<file path="config.mk">
export PLATFORM = sky130hd
export DESIGN_NAME = instr_encoder_flat
export DESIGN_NICKNAME = d
export VERILOG_FILES = /design/src/rtl/instr_encoder_pkg.sv /design/src/rtl/instr_encoder_if.sv /design/src/rtl/instr_encoder_imm_packer.sv /design/src/rtl/instr_encoder.sv /design/src/flat_wrapper.sv
export SDC_FILE = /design/constraint.sdc
export NUM_CORES = 1
export LEC_CHECK = 0
export BUFFER_PORTS_ARGS = -buffer_cell sky130_fd_sc_hd__buf_2
export CELL_PAD_IN_SITES_DETAIL_PLACEMENT = 1
export CELL_PAD_IN_SITES_GLOBAL_PLACEMENT = 1
export CORE_ASPECT_RATIO = 1.5
export CORE_MARGIN = 2
export CORE_UTILIZATION = 40
export CTS_CLUSTER_SIZE = 14
export DETAILED_ROUTE_END_ITERATION = 8
export GPL_TIMING_DRIVEN = 0
export PLACE_DENSITY_LB_ADDON = 0.05
export RECOVER_POWER = 25
export SLEW_MARGIN = 0
export SYNTH_ARGS = -nofsm -noshare
export SYNTH_HDL_FRONTEND = slang
export SYNTH_HIERARCHICAL = 1
export SYNTH_SLANG_ARGS = --single-unit
</file>
<file path="constraint.sdc">
create_clock -name clk -period 1.75 [get_ports clk]
set_input_delay 0.0875 -clock clk [delete_from_list [all_inputs] [get_ports clk]]
set_output_delay 0.0875 -clock clk [all_outputs]
set_load 0.01 [all_outputs]
</file>
<file path="src/rtl/instr_encoder_pkg.sv">
// instr_encoder_pkg
// Shared definitions for the RV32I instruction encoder:
//   - RV32I major opcodes and fixed funct3 values (same constants the main
//     control decoder matches against)
//   - request operation-class encoding (req_op)
//   - encoder FSM state encoding
//   - captured request record
package instr_encoder_pkg;

    // RV32I major opcodes
    localparam logic [6:0] OPC_LOAD   = 7'b0000011;
    localparam logic [6:0] OPC_STORE  = 7'b0100011;
    localparam logic [6:0] OPC_OP     = 7'b0110011;
    localparam logic [6:0] OPC_OP_IMM = 7'b0010011;
    localparam logic [6:0] OPC_BRANCH = 7'b1100011;
    localparam logic [6:0] OPC_JAL    = 7'b1101111;

    localparam logic [2:0] F3_WORD = 3'b010;   // lw / sw width
    localparam logic [2:0] F3_BEQ  = 3'b000;

    // addi x0, x0, 0
    localparam logic [31:0] NOP_WORD = 32'h0000_0013;

    // Operation class on req_op; codes 6 and 7 are reserved and produce a nop.
    typedef enum logic [2:0] {
        OP_LW   = 3'd0,
        OP_SW   = 3'd1,
        OP_R    = 3'd2,
        OP_BEQ  = 3'd3,
        OP_IALU = 3'd4,
        OP_JAL  = 3'd5,
        OP_RSV6 = 3'd6,
        OP_RSV7 = 3'd7
    } req_op_e;

    typedef enum logic [1:0] {
        ST_IDLE = 2'd0,
        ST_ENC  = 2'd1,
        ST_WR   = 2'd2
    } state_e;

    // Request fields as captured on acceptance.
    typedef struct packed {
        req_op_e     op;
        logic [4:0]  rd;
        logic [4:0]  rs1;
        logic [4:0]  rs2;
        logic [2:0]  funct3;
        logic        funct7b5;
        logic [20:0] imm;
    } enc_req_t;

endpackage

</file>
<file path="src/rtl/instr_encoder_if.sv">
// instr_encoder_if
// Request handshake plus instruction-memory write port of the encoder.
//   req_*      : encode request from the loader (valid/ready handshake)
//   imem_*     : single-word write port towards instruction memory
// Modports: master = loader / bench side, slave = encoder side.
interface instr_encoder_if #(
    parameter int ADDR_W = 8
) ();
    logic              req_valid;
    logic              req_ready;
    logic [2:0]        req_op;
    logic [4:0]        req_rd;
    logic [4:0]        req_rs1;
    logic [4:0]        req_rs2;
    logic [2:0]        req_funct3;
    logic              req_funct7b5;
    logic [20:0]       req_imm;

    logic              imem_we;
    logic [ADDR_W-1:0] imem_addr;
    logic [31:0]       imem_wdata;

    modport master (
        output req_valid, req_op, req_rd, req_rs1, req_rs2,
               req_funct3, req_funct7b5, req_imm,
        input  req_ready, imem_we, imem_addr, imem_wdata
    );

    modport slave (
        input  req_valid, req_op, req_rd, req_rs1, req_rs2,
               req_funct3, req_funct7b5, req_imm,
        output req_ready, imem_we, imem_addr, imem_wdata
    );
endinterface

</file>
<file path="src/rtl/instr_encoder_imm_packer.sv">
// imm_packer
// Combinational packer: operation class + register/immediate fields ->
// 32-bit RV32I word, plus an immediate range-violation flag.
// Ports:
//   req     in   captured request record
//   word    out  encoded instruction (nop for reserved op codes)
//   imm_bad out  immediate does not fit the selected format
// Macro IMM_RANGE_CHECK_EN: when defined, imm_bad reports range/alignment
// violations; otherwise imm_bad is 0 and the immediate is truncated.
module imm_packer
    import instr_encoder_pkg::*;
(
    input  enc_req_t    req,
    output logic [31:0] word,
    output logic        imm_bad
);

    always_comb begin
        word = NOP_WORD;
        case (req.op)
            OP_LW:   word = {req.imm[11:0], req.rs1, F3_WORD, req.rd, OPC_LOAD};
            OP_SW:   word = {req.imm[11:5], req.rs2, req.rs1, F3_WORD,
                             req.imm[4:0], OPC_STORE};
            OP_R:    word = {1'b0, req.funct7b5, 5'b00000, req.rs2, req.rs1,
                             req.funct3, req.rd, OPC_OP};
            OP_IALU: word = {req.imm[11:0], req.rs1, req.funct3, req.rd, OPC_OP_IMM};
            OP_BEQ:  word = {req.imm[12], req.imm[10:5], req.rs2, req.rs1, F3_BEQ,
                             req.imm[4:1], req.imm[11], OPC_BRANCH};
            OP_JAL:  word = {req.imm[20], req.imm[10:1], req.imm[11], req.imm[19:12],
                             req.rd, OPC_JAL};
            default: word = NOP_WORD;
        endcase
    end

`ifdef IMM_RANGE_CHECK_EN
    // A value sign-fits N bits when every bit from N-1 upward equals the sign.
    logic fits12, fits13;
    assign fits12 = (&req.imm[20:11]) | ~(|req.imm[20:11]);
    assign fits13 = (&req.imm[20:12]) | ~(|req.imm[20:12]);

    always_comb begin
        imm_bad = 1'b0;
        case (req.op)
            OP_LW, OP_SW, OP_IALU: imm_bad = ~fits12;
            OP_BEQ:                imm_bad = ~fits13 | req.imm[0];
            OP_JAL:                imm_bad = req.imm[0];
            default:               imm_bad = 1'b0;
        endcase
    end
`else
    // Branch/jump offsets are halfword aligned, so bit 0 is simply dropped.
    logic unused_imm0;
    assign unused_imm0 = req.imm[0];
    assign imm_bad     = 1'b0;
`endif

endmodule

</file>
<file path="src/rtl/instr_encoder.sv">
// instr_encoder
// Packs encode requests into RV32I words and writes them sequentially into
// instruction memory. FSM IDLE -> ENC -> WR -> IDLE: fields are captured on
// acceptance, ENC registers the encoded word, WR strobes the write.
// Ports:
//   clk, rst_n  clock, synchronous active-low reset
//   start       restart program: pointer to BASE_ADDR, count to 0, abort word
//   bus         instr_encoder_if.slave: request handshake + imem write port
//   count       words written since reset/start
//   full        count reached capacity (2**ADDR_W); no wrap-around
//   busy        FSM not in IDLE
//   imm_err     1-cycle pulse when an immediate is rejected
// Macro IMM_RANGE_CHECK_EN enables immediate range checking (see imm_packer);
// without it imm_err never asserts.
module instr_encoder
    import instr_encoder_pkg::*;
#(
    parameter int ADDR_W    = 8,
    parameter int BASE_ADDR = 0
) (
    input  logic              clk,
    input  logic              rst_n,
    input  logic              start,
    instr_encoder_if.slave    bus,
    output logic [ADDR_W:0]   count,
    output logic              full,
    output logic              busy,
    output logic              imm_err
);

    localparam logic [ADDR_W-1:0] BASE     = ADDR_W'(BASE_ADDR);
    localparam logic [ADDR_W:0]   CAPACITY = {1'b1, {ADDR_W{1'b0}}};

    state_e            state_q, state_d;
    enc_req_t          req_q, req_d;
    logic [ADDR_W-1:0] ptr_q, ptr_d;
    logic [ADDR_W:0]   count_q, count_d;
    logic [31:0]       wdata_q, wdata_d;
    logic              we_q, we_d;
    logic              err_q, err_d;

    logic [31:0]       enc_word;
    logic              enc_bad;
    logic              req_ready;
    logic              kill;

    imm_packer u_packer (
        .req     (req_q),
        .word    (enc_word),
        .imm_bad (enc_bad)
    );

    assign full      = (count_q == CAPACITY);
    assign req_ready = (state_q == ST_IDLE) && !full && !start;

    // The WR strobe is registered, so start/reset arriving in the WR cycle
    // itself must mask it to keep the aborted word out of memory.
    assign kill = start | ~rst_n;

    assign bus.req_ready  = req_ready;
    assign bus.imem_we    = we_q & ~kill;
    assign bus.imem_addr  = ptr_q;
    assign bus.imem_wdata = wdata_q;
    assign imm_err        = err_q & ~kill;
    assign count          = count_q;
    assign busy           = (state_q != ST_IDLE);

    always_comb begin
        state_d = state_q;
        req_d   = req_q;
        ptr_d   = ptr_q;
        count_d = count_q;
        wdata_d = wdata_q;
        we_d    = 1'b0;
        err_d   = 1'b0;

        case (state_q)
            ST_IDLE: begin
                if (bus.req_valid && req_ready) begin
                    req_d.op       = req_op_e'(bus.req_op);
                    req_d.rd       = bus.req_rd;
                    req_d.rs1      = bus.req_rs1;
                    req_d.rs2      = bus.req_rs2;
                    req_d.funct3   = bus.req_funct3;
                    req_d.funct7b5 = bus.req_funct7b5;
                    req_d.imm      = bus.req_imm;
                    state_d        = ST_ENC;
                end
            end
            ST_ENC: begin
                wdata_d = enc_word;
                we_d    = ~enc_bad;
                err_d   = enc_bad;
                state_d = ST_WR;
            end
            ST_WR: begin
                // A rejected immediate leaves pointer and count untouched.
                if (we_q) begin
                    ptr_d   = ptr_q + 1'b1;
                    count_d = count_q + 1'b1;
                end
                state_d = ST_IDLE;
            end
            default: state_d = ST_IDLE;
        endcase

        if (start) begin
            state_d = ST_IDLE;
            ptr_d   = BASE;
            count_d = '0;
            we_d    = 1'b0;
            err_d   = 1'b0;
        end
    end

    always_ff @(posedge clk) begin
        if (!rst_n) begin
            state_q <= ST_IDLE;
            req_q   <= '0;
            ptr_q   <= BASE;
            count_q <= '0;
            wdata_q <= '0;
            we_q    <= 1'b0;
            err_q   <= 1'b0;
        end else begin
            state_q <= state_d;
            req_q   <= req_d;
            ptr_q   <= ptr_d;
            count_q <= count_d;
            wdata_q <= wdata_d;
            we_q    <= we_d;
            err_q   <= err_d;
        end
    end

endmodule

</file>
<file path="src/flat_wrapper.sv">
// flat-port wrapper written by rule: the top's interface ports become plain ports
module instr_encoder_flat import instr_encoder_pkg::*;
#(
    parameter int ADDR_W    = 8,
    parameter int BASE_ADDR = 0
)
  (clk, rst_n, start, count, full, busy, imm_err, bus_req_valid, bus_req_op, bus_req_rd, bus_req_rs1, bus_req_rs2, bus_req_funct3, bus_req_funct7b5, bus_req_imm, bus_req_ready, bus_imem_we, bus_imem_addr, bus_imem_wdata);
  instr_encoder_if #(.ADDR_W(ADDR_W)) bus_i ();
  input  logic clk;
  input  logic rst_n;
  input  logic start;
  output logic [ADDR_W:0] count;
  output logic full;
  output logic busy;
  output logic imm_err;
  input wire logic [$bits(bus_i.req_valid)-1:0] bus_req_valid;
  input wire logic [$bits(bus_i.req_op)-1:0] bus_req_op;
  input wire logic [$bits(bus_i.req_rd)-1:0] bus_req_rd;
  input wire logic [$bits(bus_i.req_rs1)-1:0] bus_req_rs1;
  input wire logic [$bits(bus_i.req_rs2)-1:0] bus_req_rs2;
  input wire logic [$bits(bus_i.req_funct3)-1:0] bus_req_funct3;
  input wire logic [$bits(bus_i.req_funct7b5)-1:0] bus_req_funct7b5;
  input wire logic [$bits(bus_i.req_imm)-1:0] bus_req_imm;
  output wire logic [$bits(bus_i.req_ready)-1:0] bus_req_ready;
  output wire logic [$bits(bus_i.imem_we)-1:0] bus_imem_we;
  output wire logic [$bits(bus_i.imem_addr)-1:0] bus_imem_addr;
  output wire logic [$bits(bus_i.imem_wdata)-1:0] bus_imem_wdata;
  assign bus_i.req_valid = bus_req_valid;
  assign bus_i.req_op = bus_req_op;
  assign bus_i.req_rd = bus_req_rd;
  assign bus_i.req_rs1 = bus_req_rs1;
  assign bus_i.req_rs2 = bus_req_rs2;
  assign bus_i.req_funct3 = bus_req_funct3;
  assign bus_i.req_funct7b5 = bus_req_funct7b5;
  assign bus_i.req_imm = bus_req_imm;
  assign bus_req_ready = bus_i.req_ready;
  assign bus_imem_we = bus_i.imem_we;
  assign bus_imem_addr = bus_i.imem_addr;
  assign bus_imem_wdata = bus_i.imem_wdata;
  instr_encoder #(.ADDR_W(ADDR_W), .BASE_ADDR(BASE_ADDR)) u_core (.clk(clk), .rst_n(rst_n), .start(start), .bus(bus_i), .count(count), .full(full), .busy(busy), .imm_err(imm_err));
endmodule
</file>
# Yosys cells after proc, flatten, opt, wreduce, memory -nomap -nowiden
# Cells that the tools add are included.
# word_totals
register_bits	95
latch_bits	0
ramBits	0
mem_bits_ro	0
input_bits	47
output_inout_bits	54
word_cells	42
memories	0
# op_classes
addsub	2
n_mul	0
div_mod_pow	0
order_cmp	0
eq_ne	9
shift	0
muxes	4
bitwise	4
n_reduce_logical	11
# ops
op	count
one-hot mux 32 bit (6 select lines)	1
adder 9 x 1 -> 9 bit, second input constant	1
== test 9 bit, second input constant	1
adder 8 x 1 -> 8 bit, second input constant	1
== test 3 x 2 -> 1 bit, second input constant	2
== test 3 bit, second input constant	2
one-hot mux 2 bit (2 select lines)	1
AND reduction 2 bit	2
== test 3 x 1 -> 1 bit, second input constant	1
logical AND 1 bit	3
logical NOT 3 bit	1
== test 2 x 1 -> 1 bit, second input constant	1
== test 2 bit, second input constant	1
logical NOT 1 bit	2
logical NOT 2 bit	1
two-way mux 2 bit	1
!= test 2 bit, second input constant	1
NOT 1 bit	2
nonzero test 2 bit	1
OR reduction 2 bit	1
bitwise AND 1 bit	1
two-way mux 1 bit	1
OR 1 bit	1

# Longest topological paths before layout
# logic_depth
depth_word	7
depth_mapped	7

# Modules after synthesis
# The synthesis kept the hierarchy.
# by_module_without_submodules
module	instances	cells_each	area_per_inst_um2
instr_encoder	1	438	3882.5
imm_packer	1	86	536.8

# Worst setup path before layout
# OpenSTA, ideal clock, no wires.
# synth_path
path_type	register to register
from	register u_core.count_q[0] (netlist: u_core/count[0])
to	register u_core/req_q[10] in the netlist's numbering
arrival_ns	1.583
required_time_ns	1.632
slack_ns	0.049
stages_incl_launch_ff	8
path_buffers	2
path_cell_list	dfxtp_1 -> inv_1 -> ha_1 -> nor4b_1 -> a2111o_1 -> buf_6 -> buf_12 -> mux2i_1
# synth_via
elab_chain_cells	6
# synth_lines
element	line_no	rtl
from (decl)	instr_encoder.sv:37	logic [ADDR_W:0] count_q, count_d;
from (signal assigned)	instr_encoder.sv:129	count_q <= count_d;
== test 9 bit	instr_encoder.sv:53	assign full = (count_q == CAPACITY);
logical NOT 1 bit	instr_encoder.sv:54	assign req_ready = (state_q == ST_IDLE) && !full && !start;
logical AND 1 bit (2 in a row)	instr_encoder.sv:54	
logical AND 1 bit	instr_encoder.sv:79	if (bus.req_valid && req_ready) begin
AND reduction 2 bit (no source line)	--	
to (signal assigned)	instr_encoder.sv:127	req_q <= req_d;
to (decl)	instr_encoder.sv:35	enc_req_t req_q, req_d;
# Every way passes these cells.
# A chain may end at the register's enable or synchronous reset.

# Final worst setup path
# layout_path
from	register u_core.count_q[0] (netlist: u_core/count[0])
to	register u_core/req_q[6] in the netlist's numbering
# The elaborated chain is that of the path after synthesis.

==> impl_metrics.json <==
{
  "run_status": "complete, but fails checks",
  "violations": "hold timing",
  "die_w_um": 89.8,
  "final_common_cell": "nand2_1",
  "port_buffers": 100,
  "drive_above_1_share_pct": 16.7,
  "core_area_um2": 10900,
  "skew_ns": 0.00580,
  "firstDrtPassIters": 4,
  "cellPowerDensity_nw_per_um2": 835,
  "grt_max_degree": 15,
  "synth-edff-count": 0,
  "dp_cells": 772,
  "die-area_um2": 11900,
  "grt.overflow.total": 0,
  "critPathKind": "flop to flop",
  "multi_input_area_um2": 2210,
  "period_minus_slack_ns": 1.71,
  "cts_sinks": 96,
  "cts_tree": "built",
  "cts-htree-levels": 3,
  "remaining_drc_errors": 0,
  "power_w": 0.00478,
  "final-max-slew-violation-count": 0,
  "ant_nets": 0,
  "ios": 101,
  "synth_flop_cell": "dfxtp_1",
  "start_util_pct": 40.6,
  "syn-cell-area_um2": 4420,
  "synth_warnings": 6,
  "ys_async_sr_fraction_pct": 0,
  "worstSetupEndpointType": "flop",
  "critical_path_buf_inv_count": 3,
  "grt_pass1_wl_um": 20900,
  "place_area_um2": 5110,
  "fmax_ghz": 0.586,
  "critPathSlowestCell": "a2111o_1",
  "synth.distinct_cells": 46,
  "antenna_found_initial": 0,
  "grt_pass1_vias": 4352,
  "clkSlewWorstSetupHoldPaths_ns": 0.06,
  "whs_ns": -0.00416,
  "critical_path_required_ns": 2.02,
  "antenna_cells": 0,
  "ys_seq_elements": 96,
  "area.growth.synth_to_final_pct": 29.6,
  "final-seq-area_um2": 1930,
  "cp_cell_sequence": "inv_1 -> ha_2 -> nor4b_2 -> a2111o_1 -> buf_8 -> buf_12 -> mux2i_1",
  "final.period_utilization_pct": 97.6,
  "wl_per_cell_um": 15.8,
  "syn_area_per_cell_um2": 8.43,
  "nets": 721,
  "path_delay_family": "compound AO/OA/AOI/OAI gates",
  "cts_root_buf": "clkbuf_16",
  "clk_latency_ns": 0.35,
  "hold_viol": 1,
  "synth_cells": 524,
  "slew_headroom_pct": 61.4,
  "final_cell_mix": "nand2_1 (173), dfxtp_1 (94), buf_2 (68)",
  "grt_use_total_pct": 22.1,
  "final_cell_count_no_fill": 823,
  "critPathMaxStageDelay_ns": 0.40,
  "nFillCells": 1356,
  "ys_seq_area_share_pct": 43.5,
  "critPathMaxFanout": 10,
  "leakage_nw": 2.37,
  "die_y_um": 133,
  "finalWirelength_um": 13000,
  "ir_drop_v": 0.000492,
  "setup_viol": 0,
  "numCtsBuffers": 9,
  "vias": 4154,
  "hp-class": "primary input to flop",
  "tightest_slew_ns": 0.579,
  "dp_hpwl_um": 9660,
  "viasPerCell": 5.05,
  "final_area_um2": 5730,
  "drtIter0Drc": 89,
  "maxCapViolations": 0,
  "start_kind": "flop",
  "place.gp.congestion": 0.802,
  "rows": 47,
  "clockBufferDepth": 2,
  "worstPathArrival_ns": 1.98
}
-- cells by family after synthesis --
family / share of synthesized area, %
AND/OR/NAND/NOR: 23.0
other: 0.170
multiplexers: 11.3
XOR/XNOR: 0.793
buffers and inverters: 6.79
adder cells (fa/ha/maj): 1.08
AO/OA/AOI/OAI: 13.4
flip-flops: 43.5
-- registers in the layout (all words and copies together), names as in the netlist --
name,count
u_core/bus.imem_addr,8
u_core/bus.imem_wdata,32
u_core/state_q,2
u_core/err_q,1
u_core/count,9
u_core/we_q,1
u_core/req_q,43
-- tightest hold or removal path, stage by stage --
cell,delay [ns]
buf_2,0.10
nand2_1,0.05
mux2i_1,0.06
-- worst paths after layout --
path	end	slack [ns]	from	depth (start not counted)
max	u_core/req_q[6]$_SDFFE_PN0P_	0.04	u_core/count[0]$_SDFFE_PP0P_	7
min	u_core/req_q[7]$_SDFFE_PN0P_	-0.004	bus_req_imm[7]	3
max reg2reg	u_core/req_q[6]$_SDFFE_PN0P_	0.04	u_core/count[0]$_SDFFE_PP0P_	7
min reg2reg	u_core/req_q[7]$_SDFFE_PN0P_	0.46	u_core/req_q[7]$_SDFFE_PN0P_	2
-- routing by layer --
metal | vias up | global-route usage (%) | wire (µm)
met4 | 0 | 8.72 | 349
met3 | 24 | 3.99 | 374
met1 | 1992 | 21.8 | 4970
li1 | 2049 | - | -
met5 | - | 0 | 0
met2 | 89 | 44.7 | 7280
-- through the flow --
stage	setup TNS (ns)	setup WS, ns	util [%]
3_5_place_dp	-1.50	-0.0551	46.9
5_1_grt	-0.0572	-0.00968	52.6
4_1_cts	0	0.00611	52.5
6_report	0	0.0423	52.6
3_3_place_gp	-0.603	-0.0185	46.9
2_1_floorplan	0	0.0493	-
-- Yosys cell counts (5+ instances only) --
library cell | count | area share [%]
o21ai_0 | 20 | 2.3
a21oi_1 | 13 | 1.5
dfxtp_1 | 96 | 43
inv_1 | 9 | 0.76
buf_2 | 5 | 0.57
o31ai_1 | 6 | 1.0
nor2_1 | 10 | 0.85
nand2_1 | 173 | 15
clkbuf_1 | 22 | 1.9
mux2i_1 | 50 | 11
a21boi_0 | 34 | 5.8
and2_1 | 10 | 1.4
or4_1 | 6 | 1.0
-- timing repair --
action	in CTS	in global routing
pin swaps	0	0
setup endpoints to repair	39	66
setup buffers	0	5
resized for setup	3	16
endpoints found under the hold margin	30	0
hold buffers	30	0
-- cell type report --
cell class,instances,area share [%]
Clock buffer,13,4.54
Sequential cell,96,33.7
Inverter,10,0.655
Buffer,39,4.78
Clock inverter,3,0.699
Multi-Input combinational cell,380,38.6
Tap cell,147,3.21
Timing Repair Buffer,135,13.8
-- power breakdown --
| group | switching, W | internal, W | leakage, nW |
|---|---|---|---|
| logic | 0.000252 | 0.000237 | 1.44 |
| clock network | 0.000826 | 0.00118 | 0.150 |
| registers | 0.0000440 | 0.00224 | 0.780 |
| total | 0.00112 | 0.00366 | 2.37 |
No activity file was read; power rests on OpenSTA's default activity.
